===== src/rtl/me_search_ctrl.sv =====
`default_nettype none
// ============================================================================
//  Module   : me_search_ctrl
//  Purpose  : Runs one full-search motion-estimation pass over a 32x32 CU.
//             Candidate MVs are issued in raster order to the fetch/SAD
//             pipeline under a MAX_OUT credit. A best SAD and MV are kept for
//             each of the four 16x16 partitions.
//  Ports    : clk, rst (async, active high)
//             start / busy / done / cmp_clr         - pass control
//             cand_valid / cand_ready / cand_mv*    - candidate issue
//             sad_valid / sad16x16                  - in-order SAD returns
//             best_sad / best_mv / early_term       - per-partition result
//  Option   : `define ME_EARLY_TERM_EN enables early termination. A pass
//             stops issuing once all four best SADs are below ET_THR.
//  Revision : 1.0 - initial release
// ============================================================================
module me_search_ctrl #(
    parameter int SR      = 16,
    parameter int MVW     = 6,
    parameter int MAX_OUT = 8,
    parameter int ET_THR  = 512
) (
    input  logic                  clk,
    input  logic                  rst,
    input  logic                  start,
    output logic                  busy,
    output logic                  done,
    output logic                  cmp_clr,
    output logic                  cand_valid,
    input  logic                  cand_ready,
    output logic signed [MVW-1:0] cand_mvx,
    output logic signed [MVW-1:0] cand_mvy,
    input  logic                  sad_valid,
    input  logic [63:0]           sad16x16,
    output logic [63:0]           best_sad,
    output logic [8*MVW-1:0]      best_mv,
    output logic                  early_term
);

    localparam int N_CAND = 4 * SR * SR;
    localparam int CW     = $clog2(N_CAND + 1);
    localparam int OW     = $clog2(MAX_OUT + 1);

    localparam logic [MVW-1:0] c_mv_min  = MVW'(-SR);
    localparam logic [MVW-1:0] c_mv_max  = MVW'(SR - 1);
    localparam logic [CW-1:0]  c_n_cand  = CW'(N_CAND);
    localparam logic [OW-1:0]  c_max_out = OW'(MAX_OUT);
    localparam logic [16:0]    c_et_thr  = 17'(ET_THR);

`ifdef ME_EARLY_TERM_EN
    localparam logic c_et_en = 1'b1;
`else
    localparam logic c_et_en = 1'b0;
`endif

    localparam logic [2:0] c_st_idle  = 3'd0;
    localparam logic [2:0] c_st_clear = 3'd1;
    localparam logic [2:0] c_st_scan  = 3'd2;
    localparam logic [2:0] c_st_drain = 3'd3;
    localparam logic [2:0] c_st_done  = 3'd4;

    logic [2:0]       r_state;
    logic [MVW-1:0]   r_mvx, r_mvy;     // next MV to issue
    logic [MVW-1:0]   r_rmvx, r_rmvy;   // MV that the next return belongs to
    logic [CW-1:0]    r_ret_cnt;
    logic [OW-1:0]    r_outst;
    logic [63:0]      r_best_sad;
    logic [8*MVW-1:0] r_best_mv;
    logic             r_et_pend;        // pass is draining after early termination
    logic             r_early;

    logic             w_xfer, w_ret, w_last_iss, w_et_hit;
    logic [3:0]       w_lt, w_below;

    assign busy       = (r_state != c_st_idle);
    assign done       = (r_state == c_st_done);
    assign cmp_clr    = (r_state == c_st_clear);
    assign cand_valid = (r_state == c_st_scan) && (r_outst < c_max_out);
    assign cand_mvx   = r_mvx;
    assign cand_mvy   = r_mvy;
    assign best_sad   = r_best_sad;
    assign best_mv    = r_best_mv;
    assign early_term = r_early & c_et_en;

    assign w_xfer     = cand_valid && cand_ready;
    // Returns only count while a pass is collecting and something is in flight.
    assign w_ret      = sad_valid && (r_outst != '0) &&
                        ((r_state == c_st_scan) || (r_state == c_st_drain));
    assign w_last_iss = (r_mvx == c_mv_max) && (r_mvy == c_mv_max);

    // Per-partition compare. w_below looks at the post-update best, so the
    // early-termination decision sees the result currently being returned.
    for (genvar p = 0; p < 4; p++) begin : g_part
        logic [15:0] w_sad, w_cur, w_post;
        assign w_sad      = sad16x16[p*16 +: 16];
        assign w_cur      = r_best_sad[p*16 +: 16];
        assign w_lt[p]    = (w_sad < w_cur);
        assign w_post     = w_lt[p] ? w_sad : w_cur;
        assign w_below[p] = ({1'b0, w_post} < c_et_thr);
    end

    assign w_et_hit = c_et_en && w_ret && (r_state == c_st_scan) && (&w_below);

    always_ff @(posedge clk or posedge rst) begin
        if (rst) begin
            r_state    <= c_st_idle;
            r_mvx      <= '0;
            r_mvy      <= '0;
            r_rmvx     <= '0;
            r_rmvy     <= '0;
            r_ret_cnt  <= '0;
            r_outst    <= '0;
            r_best_sad <= '1;
            r_best_mv  <= '0;
            r_et_pend  <= 1'b0;
            r_early    <= 1'b0;
        end else begin
            // A simultaneous issue and return leaves the credit count unchanged.
            if (w_xfer && !w_ret) begin
                r_outst <= r_outst + 1'b1;
            end else if (w_ret && !w_xfer) begin
                r_outst <= r_outst - 1'b1;
            end

            if (w_xfer) begin
                if (r_mvx == c_mv_max) begin
                    r_mvx <= c_mv_min;
                    r_mvy <= r_mvy + 1'b1;
                end else begin
                    r_mvx <= r_mvx + 1'b1;
                end
            end

            // Results carry no MV; the return raster follows issue order.
            if (w_ret) begin
                r_ret_cnt <= r_ret_cnt + 1'b1;
                if (r_rmvx == c_mv_max) begin
                    r_rmvx <= c_mv_min;
                    r_rmvy <= r_rmvy + 1'b1;
                end else begin
                    r_rmvx <= r_rmvx + 1'b1;
                end
                // Strict compare: on a tie the earlier candidate is kept.
                for (int p = 0; p < 4; p++) begin
                    if (w_lt[p]) begin
                        r_best_sad[p*16 +: 16]        <= sad16x16[p*16 +: 16];
                        r_best_mv[p*2*MVW +: 2*MVW]   <= {r_rmvy, r_rmvx};
                    end
                end
            end

            case (r_state)
                c_st_idle: begin
                    if (start) r_state <= c_st_clear;
                end
                c_st_clear: begin
                    r_mvx      <= c_mv_min;
                    r_mvy      <= c_mv_min;
                    r_rmvx     <= c_mv_min;
                    r_rmvy     <= c_mv_min;
                    r_ret_cnt  <= '0;
                    r_outst    <= '0;
                    r_best_sad <= '1;
                    r_best_mv  <= '0;
                    r_et_pend  <= 1'b0;
                    r_early    <= 1'b0;
                    r_state    <= c_st_scan;
                end
                c_st_scan: begin
                    if (w_et_hit) begin
                        r_et_pend <= 1'b1;
                        r_state   <= c_st_drain;
                    end else if (w_xfer && w_last_iss) begin
                        r_state   <= c_st_drain;
                    end
                end
                c_st_drain: begin
                    // An early-terminated pass only waits for in-flight results.
                    if (r_et_pend ? (r_outst == '0) : (r_ret_cnt == c_n_cand)) begin
                        r_early <= r_et_pend;
                        r_state <= c_st_done;
                    end
                end
                c_st_done: begin
                    r_state <= c_st_idle;
                end
                default: begin
                    r_state <= c_st_idle;
                end
            endcase
        end
    end

endmodule
`default_nettype wire


===== config.mk =====
export PLATFORM = sky130hd
export DESIGN_NAME = me_search_ctrl
export DESIGN_NICKNAME = d
export VERILOG_FILES = /design/src/rtl/me_search_ctrl.sv
export SDC_FILE = /design/constraint.sdc
export NUM_CORES = 1
export LEC_CHECK = 0
export CELL_PAD_IN_SITES_DETAIL_PLACEMENT = 2
export CELL_PAD_IN_SITES_GLOBAL_PLACEMENT = 2
export CORE_MARGIN = 2
export CORE_UTILIZATION = 34
export CTS_CLUSTER_DIAMETER = 200
export DETAILED_ROUTE_END_ITERATION = 6
export PLACE_DENSITY_LB_ADDON = 0.1
export REMOVE_ABC_BUFFERS = 1
export SKIP_LAST_GASP = 1
export SLEW_MARGIN = 25
export SYNTH_ARGS = -nofsm -noshare
export SYNTH_HDL_FRONTEND = slang
export SYNTH_SLANG_ARGS = --single-unit

===== constraint.sdc =====
create_clock -name clk -period 12.1 [get_ports clk]
set_input_delay 2.42 -clock clk [delete_from_list [all_inputs] [get_ports clk]]
set_output_delay 2.42 -clock clk [all_outputs]
set_load 0.02 [all_outputs]

# == Word-level counts from Yosys, hierarchy flattened ==
# Index checks and enable logic that the tools add are counted.
# totals
wordCells,101
inputBits,69
regBits,154
out_inout_bits,129
# classes
order_cmp,5
addsub,7
n_mux,33
reduce_logical,30
eq_ne,11
# ops
op,count
$mux W64,2
$mux W48,2
$mux W6,12
$lt A16 B16 Y1,4
$mux W16,4
$mux W12,4
$add A6 B1 Y6 const B,4
$mux W11,2
$eq A6 B4 Y1 const B,3
$reduce_bool A2 Y1,8
$mux W4,3
$pmux W3 S4,1
$reduce_and A2 Y1,6
$add A11 B1 Y11 const B,1
$eq A11 B11 Y1 const B,1
$mux W3,3
$logic_and A1 B1 Y1,8
$eq A3 B2 Y1 const B,2
$reduce_bool A3 Y1,2
$add A4 B1 Y4 const B,1
$lt A4 B4 Y1 const B,1
$ne A2 B1 Y1 const B,2
$reduce_bool A4 Y1,1
$sub A4 B1 Y4 const B,1
other kinds (7),8

# == Longest topological paths before layout ==
# depth
word_depth,8
ltp_mapped,11
mapped_depth_nobuf,9

# == Worst setup path after synthesis ==
# Ideal clock, no wire load.
# synth_timing
path_type,input-to-reg
start,input sad16x16[15]
end,register r_best_sad[0] (netlist: best_sad[0])
setup_slack_ps,7993
setup_time_ps,75
n_path_buf,2
t_arrival_ps,4032
stages,8
required_time_ps,12025
cell_sequence,ha_1 -> nand4_1 -> or3_1 -> a221oi_1 -> or4_1 -> buf_6 -> buf_6 -> mux2i_1
# synth_via
elab_chain_len,3
# synth_rtl
element,line,source
start: declaration,34,"input logic [63:0] sad16x16,"
$lt A16 B16 Y1,97,assign w_lt[p] = (w_sad < w_cur);
$reduce_bool A2 Y1 (no source line),n/a,
$reduce_and A2 Y1 (no source line),n/a,
end signal: indexed assignment,146,r_best_sad[p*16 +: 16] <= sad16x16[p*16 +: 16];
end: declaration,67,logic [63:0] r_best_sad;
# No other way between the ends.
# A chain may end at the register's enable or synchronous reset.

# == Worst setup path in the final report ==
# layout_timing
start,input sad16x16[47]
end,register r_best_mv[27] (netlist: best_mv[27])
# layout_via
elab_chain_len,3
# layout_rtl
element,line,source
$lt A16 B16 Y1,97,
$reduce_bool A2 Y1 (no source line),n/a,
$reduce_and A2 Y1 (no source line),n/a,
end signal: indexed assignment,147,"r_best_mv[p*2*MVW +: 2*MVW] <= {r_rmvy, r_rmvx};"
end: declaration,68,logic [8*MVW-1:0] r_best_mv;
# No other way between the ends.

==> impl_metrics.prom <==
# TYPE chip_impl_metric gauge
chip_impl_info{name="run_status",value="finished clean"} 1
chip_impl_metric{name="placed_cells",unit=""} 1373
chip_impl_info{name="startpoint_type",value="input pin"} 1
chip_impl_metric{name="synthDistinctLibCells",unit=""} 56
chip_impl_metric{name="power.share.switching",unit="%"} 38.53
chip_impl_metric{name="design.final.nets",unit=""} 1200
chip_impl_metric{name="required",unit="ps"} 12430
chip_impl_metric{name="fin_util",unit="%"} 45.67
chip_impl_metric{name="place.port_buffers",unit=""} 196
chip_impl_metric{name="slew_violations",unit=""} 0
chip_impl_info{name="layout_common_cells",value="clkdlybuf4s50_1 (196), nor2_1 (156), mux2i_1 (113)"} 1
chip_impl_metric{name="grt.total_usage",unit="%"} 19.50
chip_impl_metric{name="avgViaCountPerCell",unit=""} 4.971
chip_impl_metric{name="synth_edf_count",unit=""} 0
chip_impl_info{name="final_common_cell",value="clkdlybuf4s50_1"} 1
chip_impl_metric{name="timing_hold_violations_final",unit=""} 0
chip_impl_metric{name="antenna_cells",unit=""} 0
chip_impl_metric{name="vias",unit=""} 6984
chip_impl_info{name="cts.root.buffer_cell",value="clkbuf_16"} 1
chip_impl_metric{name="seq_power_share",unit="%"} 33.5
chip_impl_info{name="clock_tree_from_tritoncts",value="done"} 1
chip_impl_metric{name="holdBufCountCts",unit=""} 0
chip_impl_metric{name="syn-mean-instance-area",unit="sq um"} 9.802
chip_impl_metric{name="pre_cts_ws",unit="ps"} 6733
chip_impl_info{name="rsz0062_at_grt",value="no"} 1
chip_impl_metric{name="peakVddDrop",unit="mV"} 0.08767
chip_impl_metric{name="synthMuxAreaShare",unit="%"} 13.04
chip_impl_metric{name="power.leakage",unit="nW"} 5.560
chip_impl_metric{name="critPathMaxStageDelay",unit="ps"} 830
chip_impl_metric{name="total_buffers_and_inverters_traversed_by_the_critical_path",unit=""} 1
chip_impl_metric{name="drt_drc_violations_left",unit=""} 0
chip_impl_info{name="cp-end-kind",value="register"} 1
chip_impl_metric{name="floorplan.die.height",unit="um"} 163.7
chip_impl_metric{name="timing.max_cap.violations",unit=""} 0
chip_impl_info{name="worstPathCellList",value="clkdlybuf4s50_1, ha_1, nand4_1, or3_1, a221oi_1, or4_2, mux2i_1"} 1
chip_impl_metric{name="gr-usage-met1",unit="%"} 25.10
chip_impl_metric{name="grt_overflow_total",unit=""} 0
chip_impl_info{name="synth_top_family_by_area",value="simple AND/OR/NAND/NOR gates"} 1
chip_impl_metric{name="grt_first_pass_wirelength",unit="mm"} 41.08
chip_impl_metric{name="async_flop_share",unit="%"} 100.0
chip_impl_info{name="slowest_cp_cell",value="or4_2"} 1
chip_impl_metric{name="finalSetupTns",unit="ps"} 0
chip_impl_metric{name="antenna_found_initial",unit=""} 0
chip_impl_metric{name="totalPowerFinal",unit="mW"} 2.894
chip_impl_info{name="grt-busiest-layer",value="met2"} 1
chip_impl_metric{name="internal-power",unit="mW"} 1.779
chip_impl_metric{name="critical_path.max_fanout",unit=""} 28
chip_impl_metric{name="global_route.usage.met2",unit="%"} 34.70
chip_impl_metric{name="synth_sequential_area_ratio",unit="%"} 45.35
chip_impl_metric{name="compound_gate_fraction_of_synth_area",unit="%"} 4.558
chip_impl_info{name="setup.worst_path.class",value="in -> reg"} 1
chip_impl_metric{name="clock.fmax",unit="MHz"} 203.3
chip_impl_metric{name="cts.path.max_buffers",unit=""} 2
chip_impl_metric{name="final_cell_area",unit="sq mm"} 0.01147
chip_impl_metric{name="first_global_vias",unit=""} 7754
chip_impl_metric{name="cts-buffers-inserted",unit=""} 17
chip_impl_info{name="synth_top_flop_cell",value="dfrtp_1"} 1
chip_impl_metric{name="cp.arrival",unit="ps"} 5250
chip_impl_metric{name="area_growth_from_synthesis_to_layout",unit="%"} 32.19
chip_impl_metric{name="postSynthCellCount",unit=""} 885
chip_impl_metric{name="fin_cells",unit=""} 1405
chip_impl_metric{name="max_slew.worst_pin.slew",unit="ps"} 1002
chip_impl_metric{name="dp_hpwl",unit="mm"} 17.97
chip_impl_metric{name="cts.sinks",unit=""} 154
chip_impl_metric{name="ant_nets",unit=""} 0
chip_impl_metric{name="core_area",unit="sq mm"} 0.02511
chip_impl_metric{name="slew_headroom",unit="%"} 33.17
chip_impl_metric{name="post-route-min-period",unit="ps"} 4919
chip_impl_metric{name="worst_clock_skew",unit="ps"} 12.11
chip_impl_metric{name="post-cts-setup-buffer-count",unit=""} 0
chip_impl_metric{name="htree_levels",unit=""} 4
chip_impl_metric{name="share_comb_of_total_power",unit="%"} 46.6
chip_impl_metric{name="dieArea",unit="sq mm"} 0.02681
chip_impl_metric{name="cts.clk_slew.worst_paths",unit="ps"} 60
chip_impl_metric{name="yosys.area_share.adder",unit="%"} 10.04
chip_impl_metric{name="worstSkewPairLatency",unit="ps"} 430
chip_impl_metric{name="setup-violations-final",unit=""} 0
chip_impl_metric{name="place_area",unit="sq mm"} 0.01084
chip_impl_metric{name="p_sw",unit="mW"} 1.115
chip_impl_metric{name="powerDensity",unit="mW/mm^2"} 252.4
chip_impl_metric{name="wirelength",unit="mm"} 25.20
chip_impl_metric{name="drive_gt1_share",unit="%"} 10.60
chip_impl_metric{name="initial_core_util",unit="%"} 34.55
chip_impl_metric{name="synth_simple_gate_area_share",unit="%"} 17.87
chip_impl_metric{name="finalCritPeriodShare",unit="%"} 40.66
chip_impl_metric{name="grt.met3_usage",unit="%"} 2.702
chip_impl_metric{name="first_pass_iters",unit=""} 4
chip_impl_metric{name="ys_warn_count",unit=""} 0
chip_impl_metric{name="detail_route.wl_per_cell",unit="um"} 17.93
chip_impl_metric{name="grt_start_max_net_pins",unit=""} 91
chip_impl_metric{name="first_iter_violations",unit=""} 263
chip_impl_metric{name="cts-resized-gates",unit=""} 0
chip_impl_metric{name="pin_count",unit=""} 198
chip_impl_metric{name="synth_xor_area_share",unit="%"} 2.827
chip_impl_metric{name="clkPwrFrac",unit="%"} 19.9
chip_impl_metric{name="core.rowCount",unit=""} 58
chip_impl_info{name="critical-path-top-delay-family",value="simple AND/OR/NAND/NOR gates"} 1
chip_impl_metric{name="setup_ws",unit="ps"} 7181
chip_impl_metric{name="syn-cell-area",unit="sq mm"} 0.008675
chip_impl_info{name="hp-class",value="reg -> reg"} 1
chip_impl_metric{name="yosys_register_bits",unit=""} 154
chip_impl_metric{name="hold_ws",unit="ps"} 531.9
chip_impl_metric{name="die_width",unit="um"} 163.7
chip_impl_metric{name="routabilityCongestion",unit=""} 0.7363
## power by group through the flow
stage / Clock (mW) / Combinational [mW] / Sequential (mW)
2_1_floorplan: 0 / 0.615 / 1.14
3_3_place_gp: 0 / 1.32 / 0.974
3_5_place_dp: 0 / 1.37 / 0.984
4_1_cts: 0.592 / 1.38 / 0.979
5_1_grt: 0.615 / 1.49 / 1.00
6_report: 0.576 / 1.35 / 0.970
## final timing paths
check	from	slack, ps	endpoint	cells after the start
worst max-delay path	sad16x16[47]	7180	best_mv[27]	7
worst min-delay path	best_mv[18]	530	best_mv[18]	2
worst max register to register	best_sad[47]	9070	best_mv[27]	7
worst min register to register	best_mv[18]	530	best_mv[18]	2
max in group asynchronous	rst	8130	best_mv[40]	3
min in group asynchronous	rst	2570	best_mv[15]	2
## final cells by class
type | instances | area [sq um]
Inverter | 75 | 289.0
Multi-Input combinational cell | 613 | 4203
Clock buffer | 21 | 460.4
Fill cell | 2673 | 13640
Timing Repair Buffer | 201 | 1999
Tap cell | 330 | 412.9
Sequential cell | 154 | 3934
Clock inverter | 11 | 168.9
## synthesized netlist by cell type, drive strengths merged (3+ instances only)
cell type	n	area (sq um)
nor2	157	596.8
mux2i	113	1131
dfrtp	90	2252
nand2	90	337.8
inv	75	281.5
ha	68	850.8
dfstp	64	1682
clkbuf	26	98.84
a21oi	22	110.1
nand3	22	110.1
nand4	19	125.1
buf	17	163.9
nor3	16	91.34
o21ai	16	80.08
xor2	15	131.4
xnor2	13	113.9
nor4	7	65.06
a21o	6	45.04
or3	5	31.28
and3	4	25.02
o211ai	4	30.03
a221oi	3	26.28
a311oi	3	26.28
and2	3	18.77
or4	3	22.52
## state kept, by name, summed over array words and instances, names as in the netlist
name / flops
cand_mvy: 6
best_mv: 48
r_ret_cnt: 11
best_sad: 64
r_state: 3
r_outst: 4
r_rmvx: 6
cand_mvx: 6
r_rmvy: 6
## per-layer routing
| layer | wire length [um] | share of wire, % |
|---|---|---|
| met5 | 0 | 0 |
| met4 | 214 | 0.85 |
| met3 | 810 | 3.2 |
| met2 | 12850 | 51 |
| met1 | 11320 | 45 |
## tightest hold or removal path: cells and delay by family, from the launching register on
kind / cells / cell delay [ps]
multiplexers: 1 / 60
flip-flops: 1 / 370
AND/OR/NAND/NOR: 1 / 60
## cells by family after synthesis
group / count (synthesis)
buffers and inverters: 118
flip-flops: 154
multiplexers: 113
XOR/XNOR: 28
AO/OA/AOI/OAI: 64
adder cells (fa/ha/maj): 69
AND/OR/NAND/NOR: 338
other: 1
Note: power is estimated with default switching activity, not from simulation.
